<file path="config.mk">
export PLATFORM = sky130hd
export DESIGN_NAME = rock_scheduler
export DESIGN_NICKNAME = d
export VERILOG_FILES = /design/src/rtl/rock_pkg.sv /design/src/rtl/tick_prescaler.sv /design/src/rtl/rock_scheduler.sv
export SDC_FILE = /design/constraint.sdc
export NUM_CORES = 1
export LEC_CHECK = 0
export BUFFER_PORTS_ARGS = -buffer_cell sky130_fd_sc_hd__buf_2
export CAP_MARGIN = 20
export CORE_MARGIN = 10
export CORE_UTILIZATION = 30
export CTS_BUF_LIST = sky130_fd_sc_hd__clkbuf_8 sky130_fd_sc_hd__clkbuf_16
export CTS_CLUSTER_DIAMETER = 60
export DETAILED_ROUTE_END_ITERATION = 10
export PLACE_DENSITY = 0.56
export SETUP_SLACK_MARGIN = 0.05
export SLEW_MARGIN = 20
export SYNTH_ARGS = -nofsm -noshare
export SYNTH_HDL_FRONTEND = slang
export SYNTH_HIERARCHICAL = 1
export SYNTH_SLANG_ARGS = --single-unit
</file>
<file path="constraint.sdc">
create_clock -name clk -period 3.1 [get_ports clk]
set_input_delay 0.155 -clock clk [delete_from_list [all_inputs] [get_ports clk]]
set_output_delay 0.155 -clock clk [all_outputs]
set_load 0.05 [all_outputs]
</file>
<file path="src/rtl/rock_pkg.sv">
// Shared types and defaults for the cradle rocking scheduler.
package rock_pkg;

  localparam int FREQ_W    = 4;
  localparam int AMP_W     = 3;
  localparam int F_MIN_DEF = 1;
  localparam int F_MAX_DEF = 15;
  localparam int A_MAX_DEF = 7;

  // State codes are visible on the state output, so the encoding is fixed.
  typedef enum logic [1:0] {
    ST_IDLE   = 2'd0,
    ST_START  = 2'd1,
    ST_ROCK   = 2'd2,
    ST_SETTLE = 2'd3
  } rock_state_e;

endpackage

</file>
<file path="src/rtl/tick_prescaler.sv">
// Divides clk down to a one-cycle tick every TICK_DIV cycles while run is high.
module tick_prescaler #(
  parameter int TICK_DIV = 1000
) (
  input  logic clk,
  input  logic reset,
  input  logic run,
  output logic tick
);

  localparam int CNT_W = (TICK_DIV > 1) ? $clog2(TICK_DIV) : 1;
  localparam logic [CNT_W-1:0] LAST = CNT_W'(TICK_DIV - 1);

  logic [CNT_W-1:0] cnt_q, cnt_d;

  // Tick on the last count; dropping run clears the count so the next run starts fresh.
  always_comb begin
    tick  = run && (cnt_q == LAST);
    cnt_d = cnt_q + 1'b1;
    if (!run || (cnt_q == LAST)) cnt_d = '0;
  end

  // Counter register with synchronous active-low reset.
  always_ff @(posedge clk) begin
    if (!reset) cnt_q <= '0;
    else        cnt_q <= cnt_d;
  end

endmodule

</file>
<file path="src/rtl/rock_scheduler.sv">
// Cradle rocking scheduler: swing timing, step pulses and command arbitration.
//
// Command inputs are single-cycle request pulses with no handshake: a request
// present on a rising edge is either applied at that edge or dropped for good.
module rock_scheduler
  import rock_pkg::*;
#(
  parameter int TICK_DIV     = 1000,
  parameter int SETTLE_TICKS = 16,
  parameter int F_MIN        = F_MIN_DEF,
  parameter int F_MAX        = F_MAX_DEF,
  parameter int A_MAX        = A_MAX_DEF
) (
  input  logic              clk,
  input  logic              reset,
  input  logic              enable,
  input  logic              man_up,
  input  logic              man_dn,
  input  logic              Fplus,
  input  logic              Fmin,
  input  logic              Amin,
  output logic [FREQ_W-1:0] freq,
  output logic [AMP_W-1:0]  amp,
  output logic              motor_dir,
  output logic              motor_step,
  output logic              busy,
  output logic [1:0]        state
);

  localparam int SET_W = (SETTLE_TICKS > 0) ? $clog2(SETTLE_TICKS + 1) : 1;
  localparam logic [FREQ_W-1:0] FMIN_V    = FREQ_W'(F_MIN);
  localparam logic [FREQ_W-1:0] FMAX_V    = FREQ_W'(F_MAX);
  localparam logic [AMP_W-1:0]  AMP_START = (A_MAX >= 1) ? AMP_W'(1) : '0;
  localparam logic [SET_W-1:0]  SETTLE_V  = SET_W'(SETTLE_TICKS);

  rock_state_e       state_q, state_d;
  logic [FREQ_W-1:0] freq_q, freq_d;
  logic [AMP_W-1:0]  amp_q, amp_d;
  // hs_idx counts ticks within the half-swing; hs_end is its last index (F_MAX - freq).
  logic [FREQ_W-1:0] hs_idx_q, hs_idx_d, hs_end_q, hs_end_d;
  logic              dir_q, dir_d, step_q, step_d;
  logic [SET_W-1:0]  settle_q, settle_d;

  logic run, tick, hs_last;
  logic man_req, auto_req, apply_man, apply_auto, applied;
  logic f_up, f_dn, a_dn;

  assign run     = enable && (state_q != ST_IDLE);
  assign hs_last = tick && (hs_idx_q == hs_end_q);

  tick_prescaler #(.TICK_DIV(TICK_DIV)) u_prescaler (
    .clk   (clk),
    .reset (reset),
    .run   (run),
    .tick  (tick)
  );

  // Arbitration: manual beats auto; opposing frequency requests cancel but still count as applied.
  always_comb begin
    man_req    = man_up | man_dn;
    auto_req   = Fplus | Fmin | Amin;
    apply_man  = enable && ((state_q == ST_ROCK) || (state_q == ST_SETTLE)) && man_req;
    apply_auto = enable && (state_q == ST_ROCK) && !man_req && auto_req;
    applied    = apply_man | apply_auto;
    f_up       = (apply_man && man_up && !man_dn) || (apply_auto && Fplus && !Fmin);
    f_dn       = (apply_man && man_dn && !man_up) || (apply_auto && Fmin && !Fplus);
    a_dn       = apply_auto && Amin;
  end

  // Saturating setting updates, plus the amplitude kick-start on leaving IDLE.
  always_comb begin
    freq_d = freq_q;
    if (f_up && (freq_q < FMAX_V))      freq_d = freq_q + 1'b1;
    else if (f_dn && (freq_q > FMIN_V)) freq_d = freq_q - 1'b1;
    amp_d = amp_q;
    if (enable && (state_q == ST_IDLE) && (amp_q == '0)) amp_d = AMP_START;
    else if (a_dn && (amp_q != '0))                      amp_d = amp_q - 1'b1;
  end

  // Swing timing: new half-swing length is latched only at a boundary, so freq changes lag.
  always_comb begin
    hs_idx_d = hs_idx_q;
    hs_end_d = hs_end_q;
    dir_d    = dir_q;
    step_d   = 1'b0;
    if (!enable || (state_q == ST_IDLE)) begin
      hs_idx_d = '0;
      hs_end_d = FMAX_V - freq_q;
      dir_d    = 1'b0;
    end else if (tick) begin
      step_d = (hs_idx_q < FREQ_W'(amp_q));
      if (hs_last) begin
        hs_idx_d = '0;
        hs_end_d = FMAX_V - freq_q;
        dir_d    = ~dir_q;
      end else begin
        hs_idx_d = hs_idx_q + 1'b1;
      end
    end
  end

  // Settle lockout: any applied command reloads, ticks in SETTLE count down.
  always_comb begin
    settle_d = settle_q;
    if (!enable || (state_q == ST_IDLE))                          settle_d = '0;
    else if (applied)                                             settle_d = SETTLE_V;
    else if ((state_q == ST_SETTLE) && tick && (settle_q != '0))  settle_d = settle_q - 1'b1;
  end

  // FSM next-state logic; enable low overrides everything.
  always_comb begin
    state_d = state_q;
    case (state_q)
      ST_IDLE:   if (enable)  state_d = ST_START;
      ST_START:  if (hs_last) state_d = ST_ROCK;
      ST_ROCK:   if (applied) state_d = ST_SETTLE;
      ST_SETTLE: if (!apply_man &&
                     ((settle_q == '0) || (tick && (settle_q == SET_W'(1)))))
                   state_d = ST_ROCK;
      default:   state_d = ST_IDLE;
    endcase
    if (!enable) state_d = ST_IDLE;
  end

  // FSM state register.
  always_ff @(posedge clk) begin
    if (!reset) state_q <= ST_IDLE;
    else        state_q <= state_d;
  end

  // Datapath registers; reset clears the pending step so an aborted swing emits nothing.
  always_ff @(posedge clk) begin
    if (!reset) begin
      freq_q   <= FMIN_V;
      amp_q    <= '0;
      hs_idx_q <= '0;
      hs_end_q <= '0;
      dir_q    <= 1'b0;
      step_q   <= 1'b0;
      settle_q <= '0;
    end else begin
      freq_q   <= freq_d;
      amp_q    <= amp_d;
      hs_idx_q <= hs_idx_d;
      hs_end_q <= hs_end_d;
      dir_q    <= dir_d;
      step_q   <= step_d;
      settle_q <= settle_d;
    end
  end

  // FSM and datapath outputs.
  always_comb begin
    busy       = (state_q != ST_IDLE);
    state      = state_q;
    freq       = freq_q;
    amp        = amp_q;
    motor_dir  = dir_q;
    motor_step = step_q;
  end

endmodule

</file>
* Word-level counts from Yosys, hierarchy flattened
Cells that the tools add are included.
** Word-level totals
- Input port bits :: 8
- Logic and storage cells :: 111
- Output and inout bits :: 12
- Bits in registers :: 34
** Operators by class
- Order comparisons :: 3
- Muxes and demuxes :: 14
- Bitwise operators :: 7
- Equal/unequal tests :: 9
- Reductions and logical operators :: 60
- Add/subtract/negate cells :: 7
** Operator list (count)
- logical AND 1 bit :: 26
- two-way mux 4 bit :: 6
- nonzero test 2 bit :: 6
- adder 10 x 1 -> 10 bit, second input constant :: 1
- == test 10 bit, second input constant :: 1
- two-way mux 5 bit :: 2
- adder 4 x 1 -> 4 bit, second input constant :: 2
- zero test 1 bit :: 8
- one-hot mux 2 bit (4 select lines) :: 1
- logical OR 1 bit :: 6
- two-way mux 2 bit :: 3
- AND reduction 2 bit :: 3
- OR reduction 2 bit :: 3
- OR reduction 3 bit :: 2
- == test 5 x 1 -> 1 bit, second input constant :: 1
- zero test 5 bit :: 1
- nonzero test 5 bit :: 1
- subtractor 5 x 1 -> 5 bit, second input constant :: 1
- == test 2 bit, second input constant :: 2
- == test 4 bit :: 1
- greater-than comparator 4 x 1 -> 1 bit, second input constant :: 1
- < comparator 4 x 3 -> 1 bit :: 1
- < comparator 4 bit, second input constant :: 1
- != test 2 bit, second input constant :: 2
- 12 further kinds :: 18

* Logic depth before layout (Yosys ltp)
Gate-level depths: netlist of run 1.
- Word-level depth :: 10
- Depth in mapped cells :: 11
- Gate-level depth less buffers :: 9

* Hierarchy
Netlist of run 1, hierarchy kept.
** By module, submodules not included
- rock_scheduler :: times used 1, cells an instance 161, area each 1367.6 um2, sequential area each 480.5 um2
- tick_prescaler :: times used 1, cells an instance 53, area each 449.2 um2, sequential area each 200.2 um2

* Worst setup path before layout of run 1
No wires, ideal clock.
- Path type :: reg-to-reg
- Start :: register state_q[1] (netlist: state[1])
- End :: register hs_end_q[0]
- Clock period less this slack :: 2486 ps
- Slack :: 614 ps
- Data required time :: 3028 ps
- Library setup time :: 72 ps
- Stages on the path, launching flop included :: 11
- Path buffers :: 3
- Arrival time :: 2414 ps
- Cells stage by stage :: dfxtp_1 buf_2 nor2_1 nor2b_1 clkbuf_1 inv_1 nor3_1 clkbuf_1 nand3_1 nand2_1 mux2i_1
** On the way
- Word-level cells in the longest chain between the ends :: 6
- Elaborated cells between the ends (all ways) :: 10
- Classes of those cells :: mux: 1; reduce/logical: 9
** Ends and longest elaborated chain
- start: declaration :: RTL line rock_scheduler.sv:36 : rock_state_e state_q, state_d;
- start signal: assignment :: RTL line rock_scheduler.sv:128 : else state_q <= state_d;
- nonzero test 2 bit (*) :: RTL line rock_scheduler.sv:48 : assign run = enable && (state_q != ST_IDLE);
- logical AND 1 bit (*) :: RTL line rock_scheduler.sv:48
- net run :: RTL line rock_scheduler.sv:44 : logic run, tick, hs_last;
- logical AND 1 bit (*) :: RTL line tick_prescaler.sv:18 : tick = run && (cnt_q == LAST);
- net tick :: RTL line rock_scheduler.sv:44
- logical AND 1 bit :: RTL line rock_scheduler.sv:49 : assign hs_last = tick && (hs_idx_q == hs_end_q);
- nonzero test 2 bit (no line)
- AND reduction 2 bit (no line) (*)
- end signal: assignment :: RTL line rock_scheduler.sv:145 : hs_end_q <= hs_end_d;
- end: declaration :: RTL line rock_scheduler.sv:40 : logic [FREQ_W-1:0] hs_idx_q, hs_idx_d, hs_end_q, hs_end_d;
Mark *: on every way through the listed nets, which the timed path passes. The rest lies on a longest branch.
A chain may end at the register's enable or synchronous reset.

* Worst setup path after layout of run 1
- Start :: register state_q[0] (netlist: state[0])
- End :: register settle_q[2]
** On the way
- Elaborated cells between the ends (all ways) :: 17
- Classes of those cells :: eq/ne: 2; bitwise: 1; reduce/logical: 14
** RTL lines
- nonzero test 2 bit :: RTL line rock_scheduler.sv:48
- logical AND 1 bit :: RTL line rock_scheduler.sv:48
- logical AND 1 bit :: RTL line tick_prescaler.sv:18
- net tick :: RTL line rock_scheduler.sv:44
- logical AND 1 bit (2 in series) :: RTL line rock_scheduler.sv:107 : else if ((state_q == ST_SETTLE) && tick && (settle_q != '0)) settle_d = settle_q - 1'b1;
- end signal: assignment :: RTL line rock_scheduler.sv:148 : settle_q <= settle_d;
- end: declaration :: RTL line rock_scheduler.sv:42 : logic [SET_W-1:0] settle_q, settle_d;
The timed path passes the listed nets, and every way through them passes these cells.

==> results of run 1 <==
==> layout make-up <==
| type | instances | area (um2) | area share |
|---|---|---|---|
| timing repair buffer | 20 | 103 | 0.0491 |
| sequential | 34 | 681 | 0.326 |
| multi-input combinational | 160 | 1050 | 0.503 |
| clock inverter | 1 | 30.0 | 0.0144 |
| tap | 75 | 93.8 | 0.0449 |
| clock buffer | 6 | 82.6 | 0.0395 |
| inverter | 13 | 48.8 | 0.0234 |
==> cells in the mapped netlist (2+ instances only) <==
library cell	number
dfxtp_1	34
nand2_1	26
nor2_1	22
nand3_1	14
inv_1	13
ha_1	11
xor2_1	11
a21oi_1	9
nor3_1	6
xnor2_1	6
mux2i_1	5
nand2b_1	5
a211oi_1	4
clkbuf_1	4
nand4_1	4
o211ai_1	4
o21ai_0	4
a31oi_1	3
nor3b_1	3
and3b_1	2
buf_2	2
nand3b_1	2
or3_1	2
==> logic make-up after synthesis <==
family / after synthesis / synth area share
AOI/OAI and AO/OA: 30 / 0.111
xor gates and xnor gates: 17 / 0.0820
adders and majority gates: 11 / 0.0758
buffers and inverters: 20 / 0.0468
DFF: 34 / 0.375
muxes: 6 / 0.0337
and+or+nand+nor: 96 / 0.276
==> sequential cells by signal, summed over array words and instances, names as in the netlist, 2 cells and up <==
signal	count
freq	4
hs_idx_q	4
u_prescaler/cnt_q	10
hs_end_q	4
settle_q	5
state	2
amp	3
==> worst max-delay path: stages (launching register included) <==
cell and delay, ps:
dfxtp_1 540, nor2_1 170, nor2b_1 350, inv_1 90, nor3_1 190, buf_4 200
nand3_1 80, a31oi_1 400, nand2_1 120, xor2_1 150, nor2_1 50
==> layer usage <==
layer | vias to the layer above | share of wire | GRT usage
met5 | - | 0 | 0
met4 | 0 | 0.015 | 0.0302
met3 | 7 | 0.056 | 0.0381
met2 | 24 | 0.42 | 0.115
met1 | 674 | 0.51 | 0.107
li1 | 777 | - | -
==> per-stage QoR <==
stage / utilization / cells / instance area, um2
after detailed placement: 0.336 / 302 / 1980
after global placement: 0.336 / 302 / 1980
after global routing: 0.355 / 309 / 2090
after CTS: 0.355 / 309 / 2090
final: 0.355 / 309 / 2090
after floorplan: - / 214 / 1820
==> power groups by stage <==
stage                     clock network, mW  logic, mW  registers (mW)
after floorplan                           0     0.0326           0.461
after global placement                    0     0.0535           0.458
after detailed placement                  0     0.0533           0.458
after CTS                             0.432     0.0538           0.448
after global routing                  0.452     0.0591           0.448
final                                 0.420     0.0533           0.448
==> worst max-delay path by stage <==
stage               startpoint     endpoint  depth (start not counted)  slack, ps
global placement      state[0]  settle_q[3]                         10        810
global route          state[0]  settle_q[3]                         10        330
floorplan             state[1]  hs_end_q[0]                         10        610
finish                state[0]  settle_q[2]                         10        640
detailed placement    state[0]  settle_q[2]                         10        710
CTS                   state[0]  settle_q[2]                         10        680
==> impl_metrics.toml, run 1 <==
[status]
status = "completed"

[clocking]
cts_hold_buf = 0
cts_tree = "built"
cts.sinks = 34
htree_num_levels = 2
post-cts-setup-buffer-count = 0
clockBufferDepth = 2
numCtsBuffers = 5
path_clk_slew_ps = 70
clk_latency_ps = 290
ctsRootBufferMaster = "clkbuf_8"
cts_resized = 0

[routing]
dr.pass1.iters = 4
viasPerCell = 4.80
drc = 0
ant_nets = 0
route.vias.total = 1482
wl_per_cell_um = 12.7
first_iter_violations = 53
wirelength_um = 3920

[sta]
whs_ps = 209
fin_crit_sh = 0.793
max_freq_mhz = 407
setup_viol = 0
postLayoutSetupSlackWorst_ps = 642
slew_violations = 0
final_hold_viol_count = 0
clock_skew_ps = 4.01
slew_headroom = 0.617
rsz0062_at_grt = "false"
finalCriticalPeriod_ps = 2460
fin_setup_tns_ps = 0
worstMarginPinSlew_ps = 570

[global_routing]
grt_pass1_vias = 1353
antenna_found_initial = 0
overflow = 0
track_usage = 0.0825
grt_max_degree = 22
grt_pass1_wl_um = 6580

[min_path]
holdCritPathClass = "input pin to flip-flop"
hold_path.startpoint = "enable"
hold_path_depth = 3
min_to = "state[0]"

[logic_synthesis]
syn_nets = 233
synth_async_sr_flop_share = 0
synth-edff-count = 0
synth_area_leader_cell = "dfxtp_1"
synthTopCellsByArea = "dfxtp_1 37%, ha_1 7.6%, nand2_1 5.4%"
postSynthCellCount = 214
synth_area_mm2 = 0.00182
synth_seq_area_share = 0.375
synth.avg_cell_area_um2 = 8.49
synth.top_cell.area_share = 0.375
synth_ff_type = "dfxtp_1"
yosys_warnings = 6
ys_seq_elements = 34
yosysUniqueCellTypes = 41

[placed_design]
place_congestion = 0.802
hpwl_um = 2970
pre_cts_ws_ps = 708
io_buffer_count = 19

[floorplanning]
fp.dieH_um = 97.8
rows = 28
start_util = 0.309
num_io_pins = 20
die_area_mm2 = 0.00957
core-area_mm2 = 0.00589
die_width_um = 97.8

[worst_setup_path]
endpoint_kind = "flip-flop"
start_kind = "flip-flop"
r2r-start = "state[0]"
worst_ep_arrival_time_ps = 2640
reg2reg_depth = 10
required_ps = 3280
worstPathMaxFanout = 11
r2r_slack_ps = 640
path_class = "flip-flop to flip-flop"
r2r-end = "settle_q[2]"

[layout]
fin_nets = 253
drive_above_1_share = 0.154
fillers = 621
final_common_cell = "dfxtp_1"
antenna_cells = 0
area_growth_pct = 15.0
mostFrequentLayoutCells = "34 x dfxtp_1, 26 x nand2_1, 22 x nor2_1"

[power]
vdd_drop_max_mv = 0.141
p_switching_mw = 0.203
p_sw_frac = 0.221
p_int_mw = 0.718
combPwrFrac = 0.058
clkPwrFrac = 0.456
seqPwrFrac = 0.486
p_leak_nw = 0.790
power_mw = 0.921
power.density_mw_per_mm2 = 441

[flow_run]
maxCapViolations = 0
Note: power is estimated with default switching activity, not from simulation.
==> run 2: changes to the inputs <==
- ABC_AREA: not set -> 1
- clock period: 3.1 -> 2.5 ns (I/O delays scaled with it)
==> run 2 against run 1 <==
  * Die area grew 9.1%
  * Cell count is 24% higher
  * Critical path depth rose by 2
  * Synthesized cell count is 31% higher
  * Sequential power increased by 23%
  * Setup slack worse by 290 ps
  * Clock skew grew 0.98 ps
  * Register-to-register slack worse by 290 ps
  * Fmax rose by 14%
  * Non-clock buffer count did not move
  * Synthesized area rose by 12%
  * Flip-flop and latch count did not move
  * Critical path type unchanged
  * Critical endpoint is now motor_dir
  * Largest power group unchanged
==> impl_metrics.toml, run 2 <==
[status]
status = "completed"

[routing]
dr.pass1.iters = 4
first_iter_violations = 75
wl_per_cell_um = 11.3
drc = 0
viasPerCell = 4.54
ant_nets = 0
wirelength_um = 4320
route.vias.total = 1739

[placed_design]
io_buffer_count = 19
hpwl_um = 3330
place_congestion = 0.804
pre_cts_ws_ps = 357
numPlacedInstances = 375

[clocking]
cts_hold_buf = 0
clockBufferDepth = 2
cts.sinks = 34
numCtsBuffers = 5
clk_latency_ps = 290
post-cts-setup-buffer-count = 0
cts_tree = "built"
path_clk_slew_ps = 70
cts_resized = 0
ctsRootBufferMaster = "clkbuf_8"
htree_num_levels = 2

[power]
p_leak_nw = 0.984
power_mw = 1.10
power.density_mw_per_mm2 = 473
vdd_drop_max_mv = 0.175

[logic_synthesis]
synth-edff-count = 0
synth_async_sr_flop_share = 0
yosysUniqueCellTypes = 33
synth_ff_type = "dfxtp_1"
ys_seq_elements = 34
synth_seq_area_share = 0.336
synth.avg_cell_area_um2 = 7.24
yosys_warnings = 6
synth_area_leader_cell = "dfxtp_1"
synth.top_cell.area_share = 0.336
synthTopCellsByArea = "dfxtp_1 34%, nand2_1 12%, ha_1 6.8%"
yosysMostFrequentCell = "nand2_1"
syn_nets = 299
synth_common_cells = "64 x nand2_1, 34 x dfxtp_1, 34 x inv_1"
postSynthCellCount = 280
synth_area_mm2 = 0.00203

[layout]
fillers = 691
mostFrequentLayoutCells = "64 x nand2_1, 34 x inv_1, 32 x dfxtp_1"
final_common_cell = "nand2_1"
regMostFlops = "u_prescaler/cnt_q"
layout.cells.non_filler = 383
largest_reg_flops = 10
seq_area_um2 = 683
reg_top3 = "u_prescaler/cnt_q: 10 flops, settle_q: 5 flops"
area_growth_pct = 14.8
fin_nets = 324
antenna_cells = 0
multi_input_area_mm2 = 0.00117
drive_above_1_share = 0.232

[worst_setup_path]
crit_start = "state[1]"
r2r-end = "motor_dir"
r2r_slack_ps = 350
required_ps = 2730
cp_cell_sequence = "inv_2 > nand2_2 > nand2_1 > inv_2 > inv_1 > nor2_1 > o21ai_1 > nor2_1 > nand2_1 > inv_1 > nand2_1 > a21oi_1"
start_kind = "flip-flop"
path_class = "flip-flop to flip-flop"
r2r-start = "state[1]"
reg2reg_depth = 12
worst_ep_arrival_time_ps = 2380
endpoint_kind = "flip-flop"
endpoint = "motor_dir"
max_stage_delay_ps = 400
worstPathMaxFanout = 14
critPathSlowestCell = "dfxtp_2"
cpMostUsedCell = "nand2_1"

[sta]
rsz0062_at_grt = "false"
clock_skew_ps = 4.99
finalCriticalPeriod_ps = 2150
postLayoutSetupSlackWorst_ps = 349
setup_viol = 0
final_hold_viol_count = 0
slew_violations = 0
fin_crit_sh = 0.860
max_freq_mhz = 465
worstMarginPinSlew_ps = 471
slew_headroom = 0.684
fin_setup_tns_ps = 0

[floorplanning]
die_width_um = 102
rows = 29
start_util = 0.314
core-area_mm2 = 0.00646
fp.dieH_um = 102
die_area_mm2 = 0.0104
num_io_pins = 20

[global_routing]
grt_pass1_vias = 1649
overflow = 0
antenna_found_initial = 0
grt_max_degree = 15
grt_pass1_wl_um = 7450
track_usage = 0.0890

[min_path]
holdCritPathClass = "input pin to flip-flop"

[flow_run]
maxCapViolations = 0
-- run 2: worst min path at each step --
| stage | cells past startpoint | slack [ps] | endpoint | startpoint |
|---|---|---|---|---|
| after floorplan | 2 | 240 | state[0] | enable |
| after global placement | 3 | 420 | state[0] | enable |
| after detailed placement | 3 | 420 | state[0] | enable |
| after CTS | 3 | 110 | state[0] | enable |
| after global routing | 3 | 110 | state[0] | enable |
| final | 3 | 110 | state[0] | enable |
-- run 2: stage by stage --
step / cell area, um2 / util / hold slack [ps]
after CTS: 2330 / 0.360 / 107
after floorplan: 2030 / - / 235
after detailed placement: 2220 / 0.343 / 425
after global placement: 2220 / 0.343 / 418
final: 2330 / 0.360 / 114
after global routing: 2330 / 0.360 / 108
-- run 2: area by class of cell --
type | count | area share
clock buffers | 8 | 0.0473
repair buffers | 20 | 0.0441
well taps | 77 | 0.0414
multi-input cells | 201 | 0.504
inverters | 43 | 0.0694
flip-flops and latches | 34 | 0.294
-- run 2: power breakdown --
group,leakage [nW],internal (mW),switching (mW)
clock,0.0575,0.278,0.205
combinational,0.650,0.0198,0.0453
sequential,0.276,0.548,0.00451
total,0.984,0.846,0.255
-- run 2: cells by family after synthesis --
| logic type | after synthesis | share of synthesized area |
|---|---|---|
| buf+inv | 45 | 0.0852 |
| fa+ha+maj | 11 | 0.0679 |
| xor+xnor | 12 | 0.0519 |
| flops | 34 | 0.336 |
| simple gates | 148 | 0.366 |
| compound gates | 30 | 0.0932 |
-- run 2: layer usage --
layer / track usage / vias up / wire length (um)
li1: - / 931 / -
met1: 0.107 / 777 / 2130
met2: 0.143 / 22 / 1950
met3: 0.0256 / 9 / 146
met4: 0.0423 / 0 / 93
met5: 0 / - / 0
-- run 2: critical path, delay by kind of cell, from the launching register on --
kind / cells / cell delay (ps)
AND/OR/NAND/NOR: 6 / 930
AO/OA/AOI/OAI: 2 / 210
flip-flops: 1 / 400
buffers and inverters: 4 / 540
